===== config.mk =====
export PLATFORM = sky130hd
export DESIGN_NAME = alu_issue_ctrl
export DESIGN_NICKNAME = d
export VERILOG_FILES = /design/src/rtl/alu_issue_ctrl.sv
export SDC_FILE = /design/constraint.sdc
export NUM_CORES = 1
export LEC_CHECK = 0
export ABC_AREA = 0
export ABC_CLOCK_PERIOD_IN_PS = 3600
export CORE_MARGIN = 2
export CORE_UTILIZATION = 44
export DETAILED_ROUTE_END_ITERATION = 7
export PLACE_DENSITY_LB_ADDON = 0.12
export SETUP_SLACK_MARGIN = 0.02
export SYNTH_ARGS = -nofsm -noshare
export SYNTH_HDL_FRONTEND = slang
export SYNTH_SLANG_ARGS = --single-unit

===== constraint.sdc =====
create_clock -name clk -period 3.6 [get_ports clk]
set_clock_uncertainty 0.15 [all_clocks]
set_input_delay 0.72 -clock clk [delete_from_list [all_inputs] [get_ports clk]]
set_output_delay 0.72 -clock clk [all_outputs]
set_load 0.1 [all_outputs]

===== src/rtl/alu_issue_ctrl.sv =====
// alu_issue_ctrl: non-pipelined issue sequencer between the instruction
// source and the execute datapath (register file, ALU, multiplier, data
// memory). One instruction is in flight at a time.
// Optional build macro: ALU_CTRL_PERF_EN adds retired/stall counters.
module alu_issue_ctrl #(
  parameter int DATA_W  = 16,
  parameter int MUL_LAT = 4,
  parameter int AW      = 8
) (
  input  logic                clk,
  input  logic                rst_n,
  input  logic [31:0]         instr,
  input  logic                instr_valid,
  output logic                instr_ready,
  output logic [4:0]          rf_raddr_a,
  output logic [4:0]          rf_raddr_b,
  input  logic [DATA_W-1:0]   rf_rdata_a,
  input  logic [DATA_W-1:0]   rf_rdata_b,
  output logic                rf_we,
  output logic [4:0]          rf_waddr,
  output logic [DATA_W-1:0]   rf_wdata,
  output logic [3:0]          alu_op,
  output logic [DATA_W-1:0]   alu_a,
  output logic [DATA_W-1:0]   alu_b,
  input  logic [2*DATA_W-1:0] alu_result,
  output logic                mul_start,
  output logic                dmem_req,
  output logic                dmem_we,
  output logic [AW-1:0]       dmem_addr,
  output logic [DATA_W-1:0]   dmem_wdata,
  input  logic [DATA_W-1:0]   dmem_rdata,
  input  logic                dmem_ack,
  output logic                busy,
  output logic                illegal_op
`ifdef ALU_CTRL_PERF_EN
  ,
  output logic [31:0]         retired_cnt,
  output logic [31:0]         stall_cnt
`endif
);

  typedef enum logic [2:0] {IDLE, READ, EXEC, MEM, WB_LO, WB_HI} state_t;

  localparam logic [5:0] OP_LDI = 6'd0,  OP_MOV = 6'd1,  OP_LD  = 6'd2;
  localparam logic [5:0] OP_ST  = 6'd3,  OP_ADD = 6'd4,  OP_SUB = 6'd5;
  localparam logic [5:0] OP_NEG = 6'd6,  OP_MUL = 6'd7,  OP_NOT = 6'd14;
  localparam logic [5:0] OP_SHL = 6'd15, OP_SHR = 6'd16, OP_NOP = 6'd17;

  state_t              state_q;
  logic [15:0]         instrHi_q;
  logic [5:0]          opQ;
  logic [5:0]          inOp;
  logic                rfWe_q, mulStart_q, dmemReq_q, dmemWe_q, illegal_q;
  logic [4:0]          raddrA_q, raddrB_q, waddr_q;
  logic [DATA_W-1:0]   wdata_q, hi_q;
  logic [3:0]          aluOp_q;
  logic [AW-1:0]       dmemAddr_q;
  logic [7:0]          execCnt_q;
  logic                execDone;
  logic                hasHi;
`ifdef ALU_CTRL_PERF_EN
  logic [31:0]         retired_q, stall_q;
`endif

  // Only the upper half of the instruction is needed after acceptance
  // (opcode, rd2, rd1, store address); source fields are consumed at accept.
  assign opQ      = instrHi_q[15:10];
  assign inOp     = instr[31:26];
  assign hasHi    = (opQ == OP_ADD) || (opQ == OP_SUB) || (opQ == OP_MUL);
  assign execDone = (opQ != OP_MUL) || (execCnt_q == 8'(MUL_LAT - 1));

  // Operands come straight from the register file while in EXEC; the read
  // addresses are held so the data stays valid for the whole EXEC phase.
  always_comb begin
    alu_a = '0;
    alu_b = '0;
    if (state_q == EXEC) begin
      alu_a = rf_rdata_a;
      if (opQ == OP_NEG || opQ == OP_NOT)
        alu_b = '0;
      else if (opQ == OP_SHL || opQ == OP_SHR)
        alu_b = {{(DATA_W-4){1'b0}}, rf_rdata_b[3:0]};
      else
        alu_b = rf_rdata_b;
    end
  end

  assign instr_ready = (state_q == IDLE);
  assign busy        = (state_q != IDLE);
  assign rf_we       = rfWe_q;
  assign rf_waddr    = waddr_q;
  assign rf_wdata    = (state_q == WB_LO && opQ == OP_MOV) ? rf_rdata_b : wdata_q;
  assign rf_raddr_a  = raddrA_q;
  assign rf_raddr_b  = raddrB_q;
  assign alu_op      = aluOp_q;
  assign mul_start   = mulStart_q;
  assign dmem_req    = dmemReq_q;
  assign dmem_we     = dmemWe_q;
  assign dmem_addr   = dmemAddr_q;
  assign dmem_wdata  = (state_q == MEM && dmemWe_q) ? rf_rdata_b : '0;
  assign illegal_op  = illegal_q;
`ifdef ALU_CTRL_PERF_EN
  assign retired_cnt = retired_q;
  assign stall_cnt   = stall_q;
`endif

  // Main sequencer: state plus all registered control outputs; single-cycle
  // strobes (rf_we, mul_start, illegal_op) default low every cycle.
  always_ff @(posedge clk or negedge rst_n) begin
    if (!rst_n) begin
      state_q    <= IDLE;
      instrHi_q  <= '0;
      rfWe_q     <= 1'b0;
      mulStart_q <= 1'b0;
      dmemReq_q  <= 1'b0;
      dmemWe_q   <= 1'b0;
      illegal_q  <= 1'b0;
      raddrA_q   <= '0;
      raddrB_q   <= '0;
      waddr_q    <= '0;
      wdata_q    <= '0;
      hi_q       <= '0;
      aluOp_q    <= '0;
      dmemAddr_q <= '0;
      execCnt_q  <= '0;
`ifdef ALU_CTRL_PERF_EN
      retired_q  <= '0;
      stall_q    <= '0;
`endif
    end else begin
      rfWe_q     <= 1'b0;
      mulStart_q <= 1'b0;
      illegal_q  <= 1'b0;
      case (state_q)
        IDLE: begin
          if (instr_valid) begin
            instrHi_q <= instr[31:16];
            if (inOp == OP_LDI) begin
              rfWe_q  <= 1'b1;
              waddr_q <= instr[25:21];
              wdata_q <= instr[DATA_W-1:0];
              state_q <= WB_LO;
            end else if (inOp == OP_MOV || inOp == OP_ST) begin
              raddrB_q <= instr[4:0];
              state_q  <= READ;
            end else if (inOp == OP_LD) begin
              dmemReq_q  <= 1'b1;
              dmemWe_q   <= 1'b0;
              dmemAddr_q <= AW'(instr[7:0]);
              state_q    <= MEM;
            end else if (inOp >= OP_ADD && inOp <= OP_SHR) begin
              raddrA_q <= instr[4:0];
              raddrB_q <= instr[9:5];
              state_q  <= READ;
            end else if (inOp == OP_NOP) begin
`ifdef ALU_CTRL_PERF_EN
              retired_q <= retired_q + 32'd1;
`endif
            end else begin
              illegal_q <= 1'b1;
            end
          end
        end
        READ: begin
          if (opQ == OP_MOV) begin
            rfWe_q  <= 1'b1;
            waddr_q <= instrHi_q[9:5];
            state_q <= WB_LO;
          end else if (opQ == OP_ST) begin
            dmemReq_q  <= 1'b1;
            dmemWe_q   <= 1'b1;
            dmemAddr_q <= AW'(instrHi_q[9:2]);
            state_q    <= MEM;
          end else begin
            aluOp_q    <= opQ[3:0] + 4'd4;
            mulStart_q <= (opQ == OP_MUL);
            execCnt_q  <= '0;
            state_q    <= EXEC;
          end
        end
        EXEC: begin
          if (execDone) begin
            rfWe_q  <= 1'b1;
            waddr_q <= instrHi_q[4:0];
            wdata_q <= alu_result[DATA_W-1:0];
            hi_q    <= (opQ == OP_MUL) ? alu_result[2*DATA_W-1:DATA_W]
                                       : {{(DATA_W-1){1'b0}}, alu_result[DATA_W]};
            aluOp_q <= '0;
            state_q <= WB_LO;
          end else begin
            execCnt_q <= execCnt_q + 8'd1;
          end
`ifdef ALU_CTRL_PERF_EN
          if (execCnt_q != 8'd0)
            stall_q <= stall_q + 32'd1;
`endif
        end
        MEM: begin
          if (dmem_ack) begin
            dmemReq_q  <= 1'b0;
            dmemWe_q   <= 1'b0;
            dmemAddr_q <= '0;
            if (dmemWe_q) begin
              state_q <= IDLE;
`ifdef ALU_CTRL_PERF_EN
              retired_q <= retired_q + 32'd1;
`endif
            end else begin
              rfWe_q  <= 1'b1;
              waddr_q <= instrHi_q[9:5];
              wdata_q <= dmem_rdata;
              state_q <= WB_LO;
            end
          end else begin
`ifdef ALU_CTRL_PERF_EN
            stall_q <= stall_q + 32'd1;
`endif
          end
        end
        WB_LO: begin
          if (hasHi) begin
            rfWe_q  <= 1'b1;
            waddr_q <= instrHi_q[9:5];
            wdata_q <= hi_q;
            state_q <= WB_HI;
          end else begin
            state_q <= IDLE;
`ifdef ALU_CTRL_PERF_EN
            retired_q <= retired_q + 32'd1;
`endif
          end
        end
        WB_HI: begin
          state_q <= IDLE;
`ifdef ALU_CTRL_PERF_EN
          retired_q <= retired_q + 32'd1;
`endif
        end
        default: state_q <= IDLE;
      endcase
    end
  end

endmodule


* Yosys cells after proc, flatten, opt, wreduce, memory -nomap -nowiden
Cells that the tools add are included.
** Operators by class
- Equal/unequal tests :: 35
- Magnitude comparators :: 2
- $add $sub $neg :: 2
- Mux-type cells :: 84
- Shift-type cells :: 0
- Reductions and logical operators :: 27
- Multiply operators :: 0
- Div/mod/pow operators :: 0
- Bitwise operators :: 3
** Operators by type and width (number)
- 16-bit 2-to-1 mux :: 13
- 8-bit 2-to-1 mux :: 10
- 16-bit case mux with 4 select lines :: 1
- 5-bit 2-to-1 mux :: 10
- 3-bit 2-to-1 mux :: 10
- 1-bit 2-to-1 mux :: 29
- 2-bit inequality test (second input constant) :: 13
- 5-bit case mux with 5 select lines :: 1
- 6-bit by 3-bit == test with 1-bit output (second input constant) :: 4
- 8-bit case mux with 3 select lines :: 1
- 6-bit by 2-bit == test with 1-bit output (second input constant) :: 3
- 8-bit case mux with 2 select lines :: 1
- 8-bit AND reduction :: 2
- 3-bit case mux with 5 select lines :: 1
- 6-bit by 1-bit == test with 1-bit output (second input constant) :: 2
- 6-bit by 4-bit == test with 1-bit output (second input constant) :: 2
- 6-bit by 5-bit == test with 1-bit output (second input constant) :: 2
- 4-bit 2-to-1 mux :: 3
- 4-bit AND reduction :: 3
- 8-bit by 1-bit adder with 8-bit output (second input constant) :: 1
- 8-bit by 2-bit == test with 1-bit output (second input constant) :: 1
- 4-bit case mux with 2 select lines :: 1
- 7-bit AND reduction :: 1
- 3-bit by 2-bit == test with 1-bit output (second input constant) :: 2
- other kinds (22) :: 36
** Storage, ports and cells
- RAM bits :: 0
- Memories kept :: 0
- ROM bits :: 0
- Latch bits :: 0
- Register bits after elaboration :: 91

* Logic depth before layout (Yosys ltp)
- Word-level depth :: 8
- Depth in mapped cells :: 9

* Worst setup path after synthesis
Ideal clock, no wire load.
- Kind :: reg-to-output
- From :: reg state_q[0]
- To :: out busy
- Path buffers :: 1
- Path slack :: -0.359 ns
- Data arrival time :: 3.089 ns
- Cell stages (with the launch flop) :: 5
- Path through :: dfrtp_1 -> or2_2 -> clkbuf_1 -> nor2_1 -> inv_1
** On the way
- Cells in the longest elaborated chain, start to end :: 1
** RTL lines
- start: declaration :: RTL line 49 : state_t state_q;
- start signal: assignment :: RTL line 111 : state_q <= IDLE;
- start signal: assignment :: RTL line 142 : state_q <= WB_LO;
- start signal: assignment :: RTL line 145 : state_q <= READ;
- 3-bit nonzero test :: RTL line 89 : assign busy = (state_q != IDLE);
- end: declaration :: RTL line 33 : output logic busy,
Every way passes these cells.

* Worst setup path after layout
- From :: reg state_q[0]
- To :: out dmem_wdata[15]
** On the way
- Cells in the longest elaborated chain, start to end :: 3
** RTL lines
- 3-bit by 2-bit == test with 1-bit output :: RTL line 100 : assign dmem_wdata = (state_q == MEM && dmemWe_q) ? rf_rdata_b : '0;
- 1-bit logical AND :: RTL line 100
- 16-bit 2-to-1 mux :: RTL line 100
- end: declaration :: RTL line 30 : output logic [DATA_W-1:0] dmem_wdata,
Every way passes these cells.

==> summary.md <==
| Metric | Value |
|---|---|
| Crit start category | flip-flop |
| Worst path arrival time | about 2500 ps |
| Worst Path Max Fanout | 17 |
| # IOs | 214 |
| GRT overflow | 0 |
| Post-route cell area | ~8500 sq um |
| TritonCTS Buffers | 9 |
| # Max-Cap Violations | 0 |
| Worst VDD drop | ~600 uV |
| Overall power | 0.00840 W |
| Syn avg cell area | roughly 9.5 sq um |
| Die Y-Extent | about 110 microns |
| Status | finished, final reports clean |
| Critical path class | reg2out |
| # diodes | 0 |
| Pwr Density | 990 nW/um^2 |
| Most frequent cells after synthesis | dfrtp_1 (91), nand2_1 (67), and2_1 (54), o21ai_0 (47), mux2_2 (40) |
| Cell Area, Synth | 5270 sq um |
| CORE AREA | between 10000 and 15000 sq um |
| Compound-Gate Fraction of Synth Area | 18.1% |
| Reg2reg start | state_q[2] |
| Seq cells post-synth | a little over 90 |
| Final Max Slew Viols | 0 |
| WHS | about 320 ps |
| Clk_lat worst skew | 340 ps |
| Final period utilization | 94.3% |
| Reg2Reg Setup Slack | a little under 600 ps |
| Final Util | about three quarters |
| Synth cell types | between 40 and 50 |
| Area share of the largest cell type after synthesis | a little over two fifths |
| Post-CTS setup buffer count | 0 |
| Tightest Pin Transition | between 1000 and 1500 ps |
| Root buffer cell | clkbuf_16 |
| Bufs on Longest Clock Path | 2 |
| Reg-to-reg endpoint | wdata_q[9] |
| Crit path from | state_q[0] |
| Die W | about 110 microns |
| Dpl hpwl | ~13000 microns |
| GRT Total Usage | 27.0% |
| Layout cells sized above 1 | 22.5% |
| Post-synthesis async set-or-reset flop share | 100% |
| Hold Vio Cnt, Final | 0 |
| Post-route minimum period | 3390 ps |
| Clock transition at path regs | roughly 70 ps |
| Synth warn | 0 |
| Post-Synth Adder-Cell Area | less than 1% |
| # port buffers | 213 |
| Proportion of synthesized area in mux cells | between 10% and 20% |
| P_leak | ~3.6 nW |
| Total Neg Setup Slack | 0 ps |
| Fill cells | around 830 |
| CTS sink count | 91 |
| H-tree levels | 3 |
| Initial core utilization | approximately 46% |
| Xor and xnor area share after synthesis | less than 1% |
| Main combinational cell family by area after synthesis | simple AND/OR/NAND/NOR gates |
| Area after DPL | 8170 sq um |
| Vias in the first global route | slightly above 5000 |
| Setup-failing EPs final | 0 |
| Row count | 39 |
| Fin nets | 879 |
| Synth-to-Final Area Change | 61.0% |
| Hold Path Stages | 2 |
| Slew margin rel. | a little under a quarter |
| DRT Pass-1 Iters | 5 |
| Largest net degree at the start of global routing | 92 |
| Fraction of the mapped netlist area in simple logic gates | 20.4% |
| Antenna violations before repair | 0 |
| Die area | roughly 13000 sq um |
| Worst hold path type | reg2reg |
| EDFF count, synth | 0 |
| Drt total wl | approximately 17000 microns |
| RSZ-0062 raised after global routing | false |
| Worst path required time | between 2000 and 3000 ps |
| Post-CTS Resized | 0 |
| Crit. End Element | output port |
| Cts hold-fix bufs | 0 |
| Final Wtd Congestion | between 0.8 and 0.9 |
| Global-route wire length before repair | 27400 microns |
| R2r worst-path depth | 5 |
| Crit path to | dmem_wdata[15] |
| DRT iter0 DRCs | around 370 |
| Top_reg_cell synth | dfrtp_1 |
| Area leader, netlist | dfrtp_1 |
| Vias | about 5200 |
| Seq/Total Area, Yosys | between 40 and 50% |
| Cells after synthesis | approximately 560 |
| Routed Antenna Nets | 0 |
| Peak Freq | 295 MHz |
| Net Count, Synth | between 600 and 700 |
| CTS tree | yes |
| Most frequent cell after synthesis | dfrtp_1 |
| Via density per instance | approximately 5.8 |
| DRC | 0 |
| Area contributors post-synth | dfrtp_1 (43%), mux2_2 (8.5%), and2_1 (6.4%), a221oi_1 (6.1%), nand2_1 (4.8%) |
| WL/cell | ~19 microns |
[worst min-delay path by stage]
stage                            to  slack (ps)  startpoint
after detailed placement    hi_q[3]         310     hi_q[3]
after global placement      hi_q[4]         300     hi_q[4]
after global routing        hi_q[3]         330     hi_q[3]
final                       hi_q[3]         320     hi_q[3]
after CTS                   hi_q[3]         320     hi_q[3]
after floorplan           alu_op[0]         270       rst_n
[cell families (layout without fill, tap and decap cells)]
family | after synthesis | after routing
compound gates | 139 | 139
xor+xnor | 1 | 1
fa+ha+maj | 4 | 4
buf+inv | 57 | 266
flops | 91 | 91
mux | 60 | 60
simple gates | 203 | 203
[layer usage]
| metal | GRT usage [%] | vias up | share of wire, % |
|---|---|---|---|
| met5 | 0 | - | 0 |
| met4 | 9.51 | 0 | 2.7 |
| met3 | 4.78 | 38 | 7.2 |
| met2 | 43.5 | 256 | 49 |
| met1 | 37.0 | 2507 | 41 |
| li1 | - | 2421 | - |
[metrics by stage]
stage               setup slack (ps)  std cells
floorplan                        310        555
global placement                 586        891
global route                    35.2        907
CTS                              224        907
finish                           206        907
detailed placement               557        891
[state kept, by name, indices dropped and copies added (netlist names)]
name        count
rf_we           1
dmem_addr       8
alu_op          4
dmem_req        1
execCnt_q       8
instrHi_q      16
hi_q           16
rf_raddr_b      5
mul_start       1
state_q         3
wdata_q        16
rf_waddr        5
dmem_we         1
illegal_op      1
rf_raddr_a      5
[cells in the final DEF, fill, tap and decap left out, types with 7 or more instances in the layout]
master           count
nand3_1             24
inv_1               21
nor3_1               7
buf_12              64
nand2_1             67
o21ai_0             47
buf_4               35
nand2b_1            10
a21oi_1             13
mux2_1              10
a22oi_1              8
a221oi_1            37
clkbuf_16            9
mux2_2              40
nor2_1              14
dfrtp_1             91
a211oi_1             8
and2_1              54
clkdlybuf4s50_1    129
[worst max-delay path, stage by stage, from the launching register on]
cell and delay, ps:
dfrtp_1 520, inv_1 200, buf_4 250, nor2_1 200, and3_1 550, and2_1 270, buf_12 190
[where the power goes]
group | switching [W] | leakage (nW) | internal [W] | total [W]
combinational | 0.00386 | 2.33 | 0.00181 | 0.00567
sequential | 0.000296 | 1.15 | 0.00140 | 0.00169
clock | 0.000422 | 0.159 | 0.000619 | 0.00104
[cell type report]
class	count	area, sq um	share of cell area [%]
repair buffers	228	2840	33.4
multi-input cells	407	2790	32.9
flip-flops and latches	91	2280	26.8
clock buffers	10	229	2.70
well taps	143	179	2.11
clock inverters	6	97.6	1.15
inverters	22	82.6	0.972
No activity file was read; power rests on OpenSTA's default activity.
